## config.mk

```make
export PLATFORM = sky130hd
export DESIGN_NAME = glyph_row_arbiter
export DESIGN_NICKNAME = d
export VERILOG_FILES = /design/src/rtl/glyph_row_arbiter.sv
export SDC_FILE = /design/constraint.sdc
export NUM_CORES = 1
export LEC_CHECK = 0
export CAP_MARGIN = 25
export CELL_PAD_IN_SITES_DETAIL_PLACEMENT = 1
export CELL_PAD_IN_SITES_GLOBAL_PLACEMENT = 1
export CORE_ASPECT_RATIO = 0.5
export CORE_UTILIZATION = 30
export DETAILED_ROUTE_END_ITERATION = 8
export PLACE_DENSITY_LB_ADDON = 0.1
export RECOVER_POWER = 50
export SYNTH_ARGS = -nofsm -noshare
export SYNTH_HDL_FRONTEND = slang
export SYNTH_SLANG_ARGS = --single-unit
export TNS_END_PERCENT = 1
```

## constraint.sdc

```tcl
create_clock -name clk -period 1.8 [get_ports clk]
set_input_delay 0.54 -clock clk [delete_from_list [all_inputs] [get_ports clk]]
set_output_delay 0.54 -clock clk [all_outputs]
set_load 0.05 [all_outputs]
```

## src/rtl/glyph_row_arbiter.sv

```systemverilog
// Round-robin arbiter sharing one combinational glyph row ROM among N_REQ requesters.
// Serves single-row fetches or whole-glyph bursts; read data returns tagged with the owner id.
module glyph_row_arbiter #(
    parameter int N_REQ  = 4,
    parameter int ADDR_W = 4,
    parameter int ROW_W  = 16,
    localparam int ID_W  = (N_REQ > 1) ? $clog2(N_REQ) : 1
) (
    input  logic                    clk,
    input  logic                    rst_n,
    input  logic [N_REQ-1:0]        req,
    input  logic [N_REQ-1:0]        req_burst,
    input  logic [N_REQ*ADDR_W-1:0] req_row,
    output logic [ADDR_W-1:0]       rom_addr,
    input  logic [ROW_W-1:0]        rom_data,
    output logic [N_REQ-1:0]        gnt,
    output logic                    rd_valid,
    output logic [ROW_W-1:0]        rd_data,
    output logic [ID_W-1:0]         rd_id,
    output logic                    rd_last,
    output logic                    busy
);

    typedef enum logic {IDLE, BURST} state_t;

    localparam logic [ADDR_W-1:0] LAST_ROW = '1;

    state_t                         state, state_d;
    logic [N_REQ-1:0][ADDR_W-1:0]   rows;
    logic [N_REQ-1:0]               eligible;
    logic                           found;
    logic [ID_W-1:0]                win;

    logic [ID_W-1:0]                rr_ptr, rr_d;
    logic [ID_W-1:0]                issue_id, id_d;
    logic                           issue_vld, ivld_d;
    logic                           issue_last, ilast_d;
    logic [ADDR_W-1:0]              row_cnt, cnt_d, cnt_inc;
    logic [ADDR_W-1:0]              addr_d;
    logic [N_REQ-1:0]               gnt_d;

    assign rows     = req_row;
    // A requester in its grant cycle is masked so it can release req without a second grant.
    assign eligible = req & ~gnt;
    assign cnt_inc  = row_cnt + 1'b1;
    assign busy     = (state == BURST);

    always_comb begin
        found = 1'b0;
        win   = '0;
        for (int i = 1; i <= N_REQ; i++) begin
            if (!found && eligible[(int'(rr_ptr) + i) % N_REQ]) begin
                found = 1'b1;
                win   = ID_W'((int'(rr_ptr) + i) % N_REQ);
            end
        end
    end

    always_comb begin
        state_d = state;
        gnt_d   = '0;
        rr_d    = rr_ptr;
        id_d    = issue_id;
        addr_d  = rom_addr;
        cnt_d   = row_cnt;
        ivld_d  = 1'b0;
        ilast_d = issue_last;
        case (state)
            IDLE: begin
                if (found) begin
                    gnt_d  = N_REQ'(1) << win;
                    rr_d   = win;
                    id_d   = win;
                    ivld_d = 1'b1;
                    if (req_burst[win]) begin
                        addr_d  = '0;
                        cnt_d   = '0;
                        ilast_d = 1'b0;
                        state_d = BURST;
                    end else begin
                        addr_d  = rows[win];
                        ilast_d = 1'b1;
                    end
                end
            end
            BURST: begin
                if (row_cnt != LAST_ROW) begin
                    ivld_d  = 1'b1;
                    addr_d  = cnt_inc;
                    cnt_d   = cnt_inc;
                    ilast_d = (cnt_inc == LAST_ROW);
                end else begin
                    state_d = IDLE;
                end
            end
            default: state_d = IDLE;
        endcase
    end

    always_ff @(posedge clk or negedge rst_n) begin
        if (!rst_n) begin
            state      <= IDLE;
            gnt        <= '0;
            rr_ptr     <= ID_W'(N_REQ - 1);
            issue_id   <= '0;
            issue_vld  <= 1'b0;
            issue_last <= 1'b0;
            rom_addr   <= '0;
            row_cnt    <= '0;
        end else begin
            state      <= state_d;
            gnt        <= gnt_d;
            rr_ptr     <= rr_d;
            issue_id   <= id_d;
            issue_vld  <= ivld_d;
            issue_last <= ilast_d;
            rom_addr   <= addr_d;
            row_cnt    <= cnt_d;
        end
    end

    // ROM row is captured one cycle after its address is issued; rd_data holds when idle.
    always_ff @(posedge clk or negedge rst_n) begin
        if (!rst_n) begin
            rd_valid <= 1'b0;
            rd_data  <= '0;
            rd_id    <= '0;
            rd_last  <= 1'b0;
        end else begin
            rd_valid <= issue_vld;
            if (issue_vld) begin
                rd_data <= rom_data;
                rd_id   <= issue_id;
                rd_last <= issue_last;
            end
        end
    end

endmodule

```

==> results of run 1 <==
[state kept, by name (all words and copies together), names as in the netlist]
signal / cells
issue_vld: 1
rd_id: 2
rr_ptr: 2
rd_valid: 1
gnt: 4
issue_last: 1
rd_last: 1
rom_addr: 4
row_cnt: 4
rd_data: 16
issue_id: 2
busy: 1
[per-layer routing]
| layer | part of all wire (%) | vias up | wire [um] | GRT usage, % |
|---|---|---|---|---|
| met5 | 0 | - | 0 | 0 |
| met4 | 0.50 | 0 | 27 | 3.85 |
| met3 | 4.9 | 2 | 266 | 4.29 |
| met2 | 44 | 50 | 2380 | 27.3 |
| met1 | 51 | 854 | 2750 | 22.0 |
| li1 | - | 838 | - | - |
[cells in the mapped netlist, types with 2 or more instances]
cell,number,area (um2)
or3b_1,2,17.5
mux2_2,19,214
dfrtp_1,37,926
nor3b_2,2,25.0
nand3_1,4,20.0
a21oi_2,2,17.5
nand4_1,9,56.3
nor4_1,2,12.5
clkbuf_1,5,18.8
o211ai_1,10,75.1
nor2_1,11,41.3
o21ai_0,2,10.0
a31oi_1,5,31.3
and2_1,2,12.5
ha_1,2,25.0
nand2b_1,4,25.0
dfstp_2,2,52.6
a32o_1,2,20.0
o21a_1,2,15.0
nand2_1,8,30.0
inv_1,13,48.8
a21o_1,2,15.0
[cell usage in the layout, fill, tap and decap left out, types with 2 or more instances in the layout]
master | netlist | layout
nand3_1 | 4 | 4
nand2_1 | 8 | 7
a21o_1 | 2 | 2
mux2_2 | 19 | 19
dlygate4sd3_1 | 0 | 3
clkdlybuf4s50_1 | 0 | 33
ha_1 | 2 | 2
o21ai_0 | 2 | 2
dfstp_2 | 2 | 2
nor2_1 | 11 | 11
a32o_1 | 2 | 2
buf_2 | 1 | 3
buf_12 | 0 | 12
dfrtp_1 | 37 | 33
nor4_1 | 2 | 2
buf_6 | 1 | 3
buf_4 | 1 | 42
clkbuf_1 | 5 | 2
and2_1 | 2 | 2
nor3b_2 | 2 | 2
dfrtp_2 | 0 | 4
o21a_1 | 2 | 2
nand2b_1 | 4 | 3
inv_1 | 13 | 13
nand4_1 | 9 | 9
clkbuf_16 | 0 | 5
a31oi_1 | 5 | 5
nand2b_4 | 1 | 2
o211ai_1 | 10 | 10
[power groups by stage]
stage               registers [uW]  clock network (uW)  logic, uW
floorplan                     1870                   0        996
global placement              1430                   0       2440
detailed placement            1440                   0       2480
CTS                           1440                1030       2600
global route                  1480                1080       2780
finish                        1440                1010       2600
[through the flow]
stage / TNS [ps] / power, uW / instance area (um2) / setup WS [ps]
detailed placement: -10870 / 3920 / 3040 / -730
finish: -1090 / 5050 / 3290 / -148
global placement: -10160 / 3870 / 3040 / -679
global route: -2530 / 5340 / 3290 / -251
floorplan: -1090 / 2860 / 2020 / -146
CTS: -1110 / 5060 / 3280 / -143
[area by class of cell]
type                       instances  share of cell area (%)
tap                               88                    3.34
clock inverter                     2                    1.06
clock buffer                       6                    4.22
sequential                        39                    29.9
multi-input combinational        114                    29.9
inverter                          14                    1.60
timing repair buffer             100                    30.0
[what timing repair did]
item / 4_1_cts / 5_1_grt
gates resized for setup: 27 / 2
buffers inserted: 4 / 2
hold buffers: 0 / 0
endpoints found under the setup margin: 18 / 16
pin swaps: 12 / 7
[how the worst max path moves through the flow]
stage / slack, ps / end / cells past startpoint
6_report: -150 / row_cnt[1]$_DFFE_PN0P_ / 9
3_5_place_dp: -730 / rom_addr[3]$_DFFE_PN0P_ / 8
4_1_cts: -140 / row_cnt[1]$_DFFE_PN0P_ / 6
3_3_place_gp: -680 / rom_addr[3]$_DFFE_PN0P_ / 8
5_1_grt: -250 / rom_addr[1]$_DFFE_PN0P_ / 6
2_1_floorplan: -150 / row_cnt[1]$_DFFE_PN0P_ / 7
[kinds of logic (layout without fill, tap and decap cells)]
logic type	after synthesis	count (layout)
buffers and inverters	22	122
AOI/OAI and AO/OA	38	38
DFF	39	39
muxes	19	19
xor gates and xnor gates	2	2
adders and majority gates	2	2
and+or+nand+nor	53	53
==> results.ini, run 1 <==
[die]
die_y_um=59.8
rows=20
core_area_mm2=0.00626
die-area_mm2=0.00703
ios=71
initial_core_util_pct=32.0
die_x_um=118

[global_routing]
antenna_found_initial=0
grt_pass1_wl_um=9000
grt_max_degree=24
grt-ovfl-total=0
grt_use_total_pct=16.5
grt_pass1_vias=1796

[place]
portBuffers=70
place_congestion=0.756
hpwl_um=4180
placed_cells=349

[sta]
rsz0062_at_grt=true
fin_hold_ws_ps=492
finalHoldViolations=0
fin_skew_ps=5.43
min_period_ps=1950
worst_slew_pin_slew_ps=1190
period_share_pct=108
slew_viol_final=0
setup_viol=10
relSlewSlack_pct=20.4
fmax_mhz=513
fin_ws_ps=-148

[synthesis]
synth_compound_area_share_pct=17.2
syn_area_per_cell_um2=11.4
synthArstFlopShare_pct=100
synth_edf_count=0
synth_nets=219
synth-simple-area-share_pct=16.4
synth_flop_cell=dfrtp_1
synth_top_family_by_area=compound AO/OA/AOI/OAI gates
synthMuxAreaShare_pct=10.7
ys_warn_count=0
syn_inst=175
syn_area_mm2=0.00200
synth-seq-cells=39
synth_xor_area_share_pct=0.874
ys_seq_area_share_pct=48.8
ys_types=50
synthAdderAreaFrac_pct=1.25

[worst_setup_path]
r2r_cells=9
start_kind=flop
r2r-end=row_cnt[1]$_DFFE_PN0P_
critPathArrivalTime_ps=2100
slowest_stage=dfstp_2
startpoint=rr_ptr[1]$_DFFE_PN1P_
reg2reg_from=rr_ptr[1]$_DFFE_PN1P_
critPathCaptureType=flop
crit_type=reg2reg
critical_path.top_delay_family=flip-flops
ff2ff_setup_slack_ps=-150
cp.buffers_inverters=3
cp.required_ps=1960
cp_common_cell=buf_6
slowest_delay_ps=600
crit_chain=buf_6 -> nand2_2 -> a21oi_4 -> buf_6 -> o31ai_2 -> buf_4 -> nand4_1 -> nand3_2 -> a32o_1
cp_max_fo=5

[clocking]
cts_tree=built
root_buffer=clkbuf_16
clockBufferDepth=2
clkLatencyLatePin_ps=270
clkSlewWorstSetupHoldPaths_ps=60
numCtsBuffers=5
cts.sinks=39
htreeDepth=2

[power_and_ir_drop]
power.leakage_uw=0.00144
p_per_area_mw_per_mm2=1530
power.switching_uw=1970
internal-power_uw=3080
swShare_pct=39.0
pwr-share-seq_pct=28.5
ir_drop_mv=0.502
clkPwrFrac_pct=20.0
p_comb_share_pct=51.5

[layout]
register_area_um2=983
stdcell_count=363
insertedDiodeCount=0
fin_util_pct=52.7
layout-drive-gt1-share_pct=43.6
multi_input_area_um2=986
fillCellCount=678
area_growth_pct=64.5
finalNetCount=318

[run_status]
violations=setup timing
status=complete, but fails checks

[min_path]
min_path_type=in2async

[job]
drv_cap=0

[drt]
ant_nets=0
firstDrtPassIters=4
avgRoutedWirePerCell_um=14.9
drc=0
drt-initial-drc-count=54
viasPerCell=4.80
via_count=1744
drt_wl_total_um=5430

Note: power is estimated with default switching activity, not from simulation.
==> inputs of run 2 (changes only) <==
--- a/config.mk
+++ b/config.mk
@@ -5,6 +5,7 @@
 export SDC_FILE = /design/constraint.sdc
 export NUM_CORES = 1
 export LEC_CHECK = 0
+export ABC_CLOCK_PERIOD_IN_PS = 1800
 export CAP_MARGIN = 25
 export CELL_PAD_IN_SITES_DETAIL_PLACEMENT = 1
 export CELL_PAD_IN_SITES_GLOBAL_PLACEMENT = 1
@@ -13,6 +14,7 @@
 export DETAILED_ROUTE_END_ITERATION = 8
 export PLACE_DENSITY_LB_ADDON = 0.1
 export RECOVER_POWER = 50
+export SLEW_MARGIN = 10
 export SYNTH_ARGS = -nofsm -noshare
 export SYNTH_HDL_FRONTEND = slang
 export SYNTH_SLANG_ARGS = --single-unit
==> results of run 2 <==
Same layout as run 1: the final DEF is identical, and so are final timing and power.
